==> src/rtl/sample_loop_ctrl_if.sv <==
// BRAM-side bus of the sample record/playback sequencer.
// master = sequencer (drives address/write strobe/write data), slave = sample BRAM.
interface sample_loop_ctrl_if #(
    parameter int ADDR_W = 18,
    parameter int DATA_W = 10
);
    logic [ADDR_W-1:0] ram_addr;
    logic              ram_we;
    logic [DATA_W-1:0] ram_wdata;
    logic [DATA_W-1:0] ram_rdata;

    modport master (output ram_addr, output ram_we, output ram_wdata, input ram_rdata);
    modport slave  (input ram_addr, input ram_we, input ram_wdata, output ram_rdata);
endinterface

==> src/rtl/sample_loop_ctrl.sv <==
// Record/playback sequencer in front of the sample BRAM.
// Records one sample per sample_tick, then plays the take back through the
// BRAM's 1-cycle synchronous read port, optionally looping at the end of take.
module sample_loop_ctrl #(
    parameter int ADDR_W = 18,
    parameter int DATA_W = 10
) (
    input  logic              Clk,
    input  logic              Reset_n,
    input  logic              sample_tick,
    input  logic              rec_req,
    input  logic              play_req,
    input  logic              stop,
    input  logic              loop_en,
    input  logic [DATA_W-1:0] sample_in,
    sample_loop_ctrl_if.master ram,
    output logic [DATA_W-1:0] sample_out,
    output logic              sample_out_valid,
    output logic [ADDR_W:0]   rec_len,
    output logic              busy,
    output logic              full,
    output logic              overrun
);

    localparam logic [2:0] S_IDLE      = 3'd0;
    localparam logic [2:0] S_RECORD    = 3'd1;
    localparam logic [2:0] S_PLAY_WAIT = 3'd2;
    localparam logic [2:0] S_PLAY_ADDR = 3'd3;
    localparam logic [2:0] S_PLAY_DATA = 3'd4;

    localparam logic [ADDR_W-1:0] PTR_ONE   = ADDR_W'(1);
    localparam logic [ADDR_W-1:0] LAST_ADDR = '1;
    localparam logic [ADDR_W:0]   LEN_ONE   = (ADDR_W+1)'(1);

    logic [2:0]        state;
    logic [ADDR_W-1:0] wr_ptr;
    logic [ADDR_W-1:0] rd_ptr;
    logic              rd_last;

    // Last sample of the take is the one at rec_len-1 (rec_len is never 0 while playing).
    assign rd_last = ({1'b0, rd_ptr} == (rec_len - LEN_ONE));
    assign busy    = (state != S_IDLE);

    // Sequencer: priority stop > rec_req > play_req > sample_tick in every state.
    always_ff @(posedge Clk or negedge Reset_n) begin
        if (!Reset_n) begin
            state            <= S_IDLE;
            wr_ptr           <= '0;
            rd_ptr           <= '0;
            rec_len          <= '0;
            ram.ram_addr     <= '0;
            ram.ram_we       <= 1'b0;
            ram.ram_wdata    <= '0;
            sample_out       <= '0;
            sample_out_valid <= 1'b0;
            full             <= 1'b0;
            overrun          <= 1'b0;
        end else begin
            // Strobes are single-cycle unless re-asserted below.
            ram.ram_we       <= 1'b0;
            sample_out_valid <= 1'b0;
            full             <= 1'b0;
            case (state)
                S_IDLE: begin
                    if (!stop) begin
                        if (rec_req) begin
                            state   <= S_RECORD;
                            wr_ptr  <= '0;
                            rec_len <= '0;
                        end else if (play_req && (rec_len != '0)) begin
                            state   <= S_PLAY_WAIT;
                            rd_ptr  <= '0;
                            overrun <= 1'b0;
                        end
                    end
                end
                S_RECORD: begin
                    if (stop) begin
                        // A tick coinciding with stop is deliberately not written.
                        state <= S_IDLE;
                    end else if (sample_tick) begin
                        ram.ram_addr  <= wr_ptr;
                        ram.ram_wdata <= sample_in;
                        ram.ram_we    <= 1'b1;
                        wr_ptr        <= wr_ptr + PTR_ONE;
                        rec_len       <= {1'b0, wr_ptr} + LEN_ONE;
                        // Memory full: end the take here rather than wrapping over it.
                        if (wr_ptr == LAST_ADDR) begin
                            full  <= 1'b1;
                            state <= S_IDLE;
                        end
                    end
                end
                S_PLAY_WAIT: begin
                    if (stop) begin
                        state <= S_IDLE;
                    end else if (sample_tick) begin
                        ram.ram_addr <= rd_ptr;
                        state        <= S_PLAY_ADDR;
                    end
                end
                S_PLAY_ADDR: begin
                    // BRAM registers read data on this edge.
                    if (stop) begin
                        state <= S_IDLE;
                    end else begin
                        if (sample_tick) overrun <= 1'b1;
                        state <= S_PLAY_DATA;
                    end
                end
                S_PLAY_DATA: begin
                    if (stop) begin
                        // In-flight read is dropped without a valid pulse.
                        state <= S_IDLE;
                    end else begin
                        if (sample_tick) overrun <= 1'b1;
                        sample_out       <= ram.ram_rdata;
                        sample_out_valid <= 1'b1;
                        if (rd_last) begin
                            rd_ptr <= '0;
                            state  <= loop_en ? S_PLAY_WAIT : S_IDLE;
                        end else begin
                            rd_ptr <= rd_ptr + PTR_ONE;
                            state  <= S_PLAY_WAIT;
                        end
                    end
                end
                default: state <= S_IDLE;
            endcase
        end
    end

endmodule

==> src/flat_wrapper.sv <==
// flat-port wrapper written by rule: the top's interface ports become plain ports
module sample_loop_ctrl_flat 
#(
    parameter int ADDR_W = 18,
    parameter int DATA_W = 10
)
  (Clk, Reset_n, sample_tick, rec_req, play_req, stop, loop_en, sample_in, sample_out, sample_out_valid, rec_len, busy, full, overrun, ram_ram_addr, ram_ram_we, ram_ram_wdata, ram_ram_rdata);
  sample_loop_ctrl_if #(.ADDR_W(ADDR_W), .DATA_W(DATA_W)) ram_i ();
  input  logic Clk;
  input  logic Reset_n;
  input  logic sample_tick;
  input  logic rec_req;
  input  logic play_req;
  input  logic stop;
  input  logic loop_en;
  input  logic [DATA_W-1:0] sample_in;
  output logic [DATA_W-1:0] sample_out;
  output logic sample_out_valid;
  output logic [ADDR_W:0] rec_len;
  output logic busy;
  output logic full;
  output logic overrun;
  output wire logic [$bits(ram_i.ram_addr)-1:0] ram_ram_addr;
  output wire logic [$bits(ram_i.ram_we)-1:0] ram_ram_we;
  output wire logic [$bits(ram_i.ram_wdata)-1:0] ram_ram_wdata;
  input wire logic [$bits(ram_i.ram_rdata)-1:0] ram_ram_rdata;
  assign ram_ram_addr = ram_i.ram_addr;
  assign ram_ram_we = ram_i.ram_we;
  assign ram_ram_wdata = ram_i.ram_wdata;
  assign ram_i.ram_rdata = ram_ram_rdata;
  sample_loop_ctrl #(.ADDR_W(ADDR_W), .DATA_W(DATA_W)) u_core (.Clk(Clk), .Reset_n(Reset_n), .sample_tick(sample_tick), .rec_req(rec_req), .play_req(play_req), .stop(stop), .loop_en(loop_en), .sample_in(sample_in), .ram(ram_i), .sample_out(sample_out), .sample_out_valid(sample_out_valid), .rec_len(rec_len), .busy(busy), .full(full), .overrun(overrun));
endmodule
==> config.mk <==
export PLATFORM = sky130hd
export DESIGN_NAME = sample_loop_ctrl_flat
export DESIGN_NICKNAME = d
export VERILOG_FILES = /design/src/rtl/sample_loop_ctrl_if.sv /design/src/rtl/sample_loop_ctrl.sv /design/src/flat_wrapper.sv
export SDC_FILE = /design/constraint.sdc
export NUM_CORES = 1
export LEC_CHECK = 0
export CELL_PAD_IN_SITES_DETAIL_PLACEMENT = 1
export CELL_PAD_IN_SITES_GLOBAL_PLACEMENT = 1
export CORE_MARGIN = 8
export CORE_UTILIZATION = 36
export DETAILED_ROUTE_END_ITERATION = 7
export GPL_ROUTABILITY_DRIVEN = 0
export GPL_TIMING_DRIVEN = 0
export PLACE_DENSITY = 0.89
export SYNTH_ARGS = -nofsm -noshare
export SYNTH_HDL_FRONTEND = slang
export SYNTH_SLANG_ARGS = --single-unit
==> constraint.sdc <==
create_clock -name Clk -period 3 [get_ports Clk]
set_clock_uncertainty 0.15 [all_clocks]
set_input_delay 0.45 -clock Clk [delete_from_list [all_inputs] [get_ports Clk]]
set_output_delay 0.45 -clock Clk [all_outputs]
set_load 0.005 [all_outputs]
==> impl_metrics.toml <==
[outcome]
status = "finished with violations"
violations = "setup timing"

[global_route]
grt_antenna_before_repair = 0
track_usage_pct = 19.2
grt_overflow = 0
grt_pass1_vias = 4688
grt_pass1_wl_um = 25000
grt_max_degree = 49

[setup_path]
path_class = "reg -> reg"
cp.required_ns = 3.06
regToRegSetupSlack_ns = -0.13
cp-end-kind = "register"
start_kind = "register"
crit_chain = "inv_2, ha_4, or3b_4, buf_4, nor2_1, nand4b_1, a211o_1, o211ai_1, nand4_4, buf_12, buf_6, nand3b_1, a31oi_1"
critical_path.top_delay_family = "simple AND/OR/NAND/NOR gates"
crit_path_max_incr_delay_ns = 0.46
cp.arrival_ns = 3.20
cp_num_buf_inv = 4
slowest_stage = "dfrtp_2"
worstPathMaxFanout = 7

[logic_synthesis]
synth-seq-cells = 82
synth.most_common_cell = "dfrtp_1"
ys_top_cells_by_count = "82 x dfrtp_1, 75 x nand2_1, 50 x nor2_1"
async_reset_ff_share_pct = 100
yosys.area.top_type = "dfrtp_1"
synth_edf_count = 0
synthDistinctLibCells = 57
syn_area_mm2 = 0.00455
syn_nets = 531
syn_inst = 501
ys.flop_type = "dfrtp_1"
ys_top_cells_by_area = "dfrtp_1 45%, nand2_1 6.2%, xor2_1 4.8%"
yosys_warnings = 0
avgSynthCellArea_um2 = 9.08
synth_seq_area_share_pct = 45.1
synth_top_area_share_pct = 45.1

[clocking]
clk_pin_slew_ns = 0.06
insertion_delay_ns = 0.35
cts_buffers = 9
h-tree-depth = 3
cts_tree = "done"
clockBufferDepth = 2
cts_root_buffer = "clkbuf_16"
clock-sinks = 82

[timing]
whs_ns = 0.326
worst_slew_pin_slew_ns = 0.778
timing.slew.headroom_pct = 47.8
slew_viol_final = 0
setup-violations-final = 19
fin_crit_ns = 3.13
setup_slack_ns = -0.132
rsz0062_at_grt = "true"
finalCritPeriodShare_pct = 104
hold_viol_final = 0
max_freq_mhz = 319

[route]
drt_wl_total_um = 16000
wl_per_cell_um = 20.0
routed-via-count = 4290
ant_nets = 0
firstDrtPassIters = 4
drcViolationCount = 0
routed_via_density = 5.37
first_iter_violations = 304

[floorplanning]
rows = 41
dieArea_mm2 = 0.0165
die_width_um = 128
ios = 89
core_mm2 = 0.0125
die_h_um = 128
initial_utilization_pct = 36.5

[final_layout]
fillers = 1407
final_nets = 653
layout-drive-gt1-share_pct = 16.3
design_area_mm2 = 0.00635
diodes = 0
areaGrowthSynthToFinish_pct = 39.7

[placement]
place_ws_ns = -0.255
io_buffers = 87
place_area_mm2 = 0.00569
hpwl_um = 10900

[flow_run]
cap_violations = 0

[min_path]
hp-class = "reg -> reg"

[power_and_ir_drop]
peakVddDrop_v = 0.000442
power_density_mw_per_mm2 = 545
p_leak_nw = 2.64
-- tightest hold or removal path: stages (launching register included) --
cell and delay (ns):
dfrtp_1 0.34, nand2_1 0.05, nand2_1 0.05
-- cell usage in the layout (no fill, tap or decap), types with 4 or more instances in the layout --
cell / Yosys / layout
nor2_4: 0 / 5
clkbuf_1: 34 / 32
mux2_2: 10 / 10
nand2_1: 75 / 75
nand3_1: 20 / 20
or3_1: 5 / 4
nor2_2: 0 / 5
o21ai_0: 33 / 28
nor2b_1: 8 / 8
dfrtp_2: 0 / 5
nand2b_1: 5 / 5
nand4_1: 12 / 12
inv_1: 12 / 10
or4_1: 6 / 4
buf_4: 0 / 24
nor3_1: 12 / 9
xor2_1: 25 / 24
clkbuf_16: 0 / 9
xnor2_1: 17 / 17
mux2i_1: 19 / 19
clkdlybuf4s50_1: 0 / 86
nor2_1: 50 / 40
nor4_1: 4 / 4
dfrtp_1: 82 / 77
or2_2: 4 / 4
o21ai_1: 1 / 5
a21oi_1: 8 / 8
-- metal layers --
metal,track usage (%),vias up,share of wire [%]
met5,0,-,0
met4,5.73,0,2.3
met3,6.70,32,7.8
met2,32.8,141,50
met1,22.2,2157,40
li1,-,1960,-
-- cell families (layout without fill, tap and decap cells) --
family | Yosys count | in the layout | share of synthesized area, %
buffers and inverters | 53 | 179 | 4.76
AOI/OAI and AO/OA | 70 | 70 | 10.2
xor gates and xnor gates | 42 | 42 | 8.09
muxes | 29 | 29 | 6.66
and+or+nand+nor | 222 | 222 | 24.4
adders and majority gates | 3 | 3 | 0.826
DFF | 82 | 82 | 45.1
-- timing repair --
action                                  4_1_cts  5_1_grt
pin swaps                                    10       16
gates resized for setup                      24       25
endpoints found under the hold margin        34        0
endpoints found under the setup margin       26       33
buffers inserted                             10       14
hold buffers                                  1        0
cloned                                        1        0
-- flip-flops by register name, indices dropped and copies added (netlist names) --
| signal | cells |
|---|---|
| u_core.rd_ptr | 18 |
| u_core.ram.ram_addr | 18 |
| u_core.overrun | 1 |
| u_core.state | 3 |
| u_core.rec_len | 19 |
| u_core.sample_out | 10 |
| u_core.full | 1 |
| u_core.ram.ram_we | 1 |
| u_core.sample_out_valid | 1 |
| u_core.ram.ram_wdata | 10 |
-- cell type report --
| cell class | instances | area [µm²] | share of cell area (%) |
|---|---|---|---|
| plain buffers | 38 | 166 | 2.62 |
| clock buffers | 13 | 270 | 4.25 |
| clock inverters | 2 | 35.0 | 0.552 |
| inverters | 12 | 47.5 | 0.748 |
| multi-input cells | 366 | 2450 | 38.5 |
| flip-flops and latches | 82 | 2060 | 32.4 |
| well taps | 172 | 215 | 3.39 |
| repair buffers | 114 | 1110 | 17.5 |
-- through the flow --
step	std cells	power (mW)	util, %	TNS (ns)
after global placement	760	2.14	45.4	-131.82
after detailed placement	761	2.19	45.6	-2.77
after global routing	799	3.62	51.0	-3.73
after floorplan	501	1.78	-	0
after CTS	786	3.42	49.5	-0.234
final	799	3.46	51.0	-1.78
-- worst paths after layout --
kind	from	end	cells past startpoint
setup / recovery	u_core.rec_len[1]	u_core.rd_ptr[14]	13
hold / removal	u_core.ram.ram_wdata[1]	u_core.ram.ram_wdata[1]	2
setup reg to reg	u_core.rec_len[1]	u_core.rd_ptr[14]	13
hold reg to reg	u_core.ram.ram_wdata[1]	u_core.ram.ram_wdata[1]	2
max in group asynchronous	Reset_n	u_core.rd_ptr[11]	3
min in group asynchronous	Reset_n	u_core.ram.ram_wdata[8]	2
-- report_power, final --
part           total (mW)  internal [mW]  switching (mW)
sequential           1.32           1.23          0.0882
clock                1.16          0.708           0.448
combinational       0.992          0.495           0.497
total                3.46           2.43            1.03
Power figures use the tool's default switching activity.
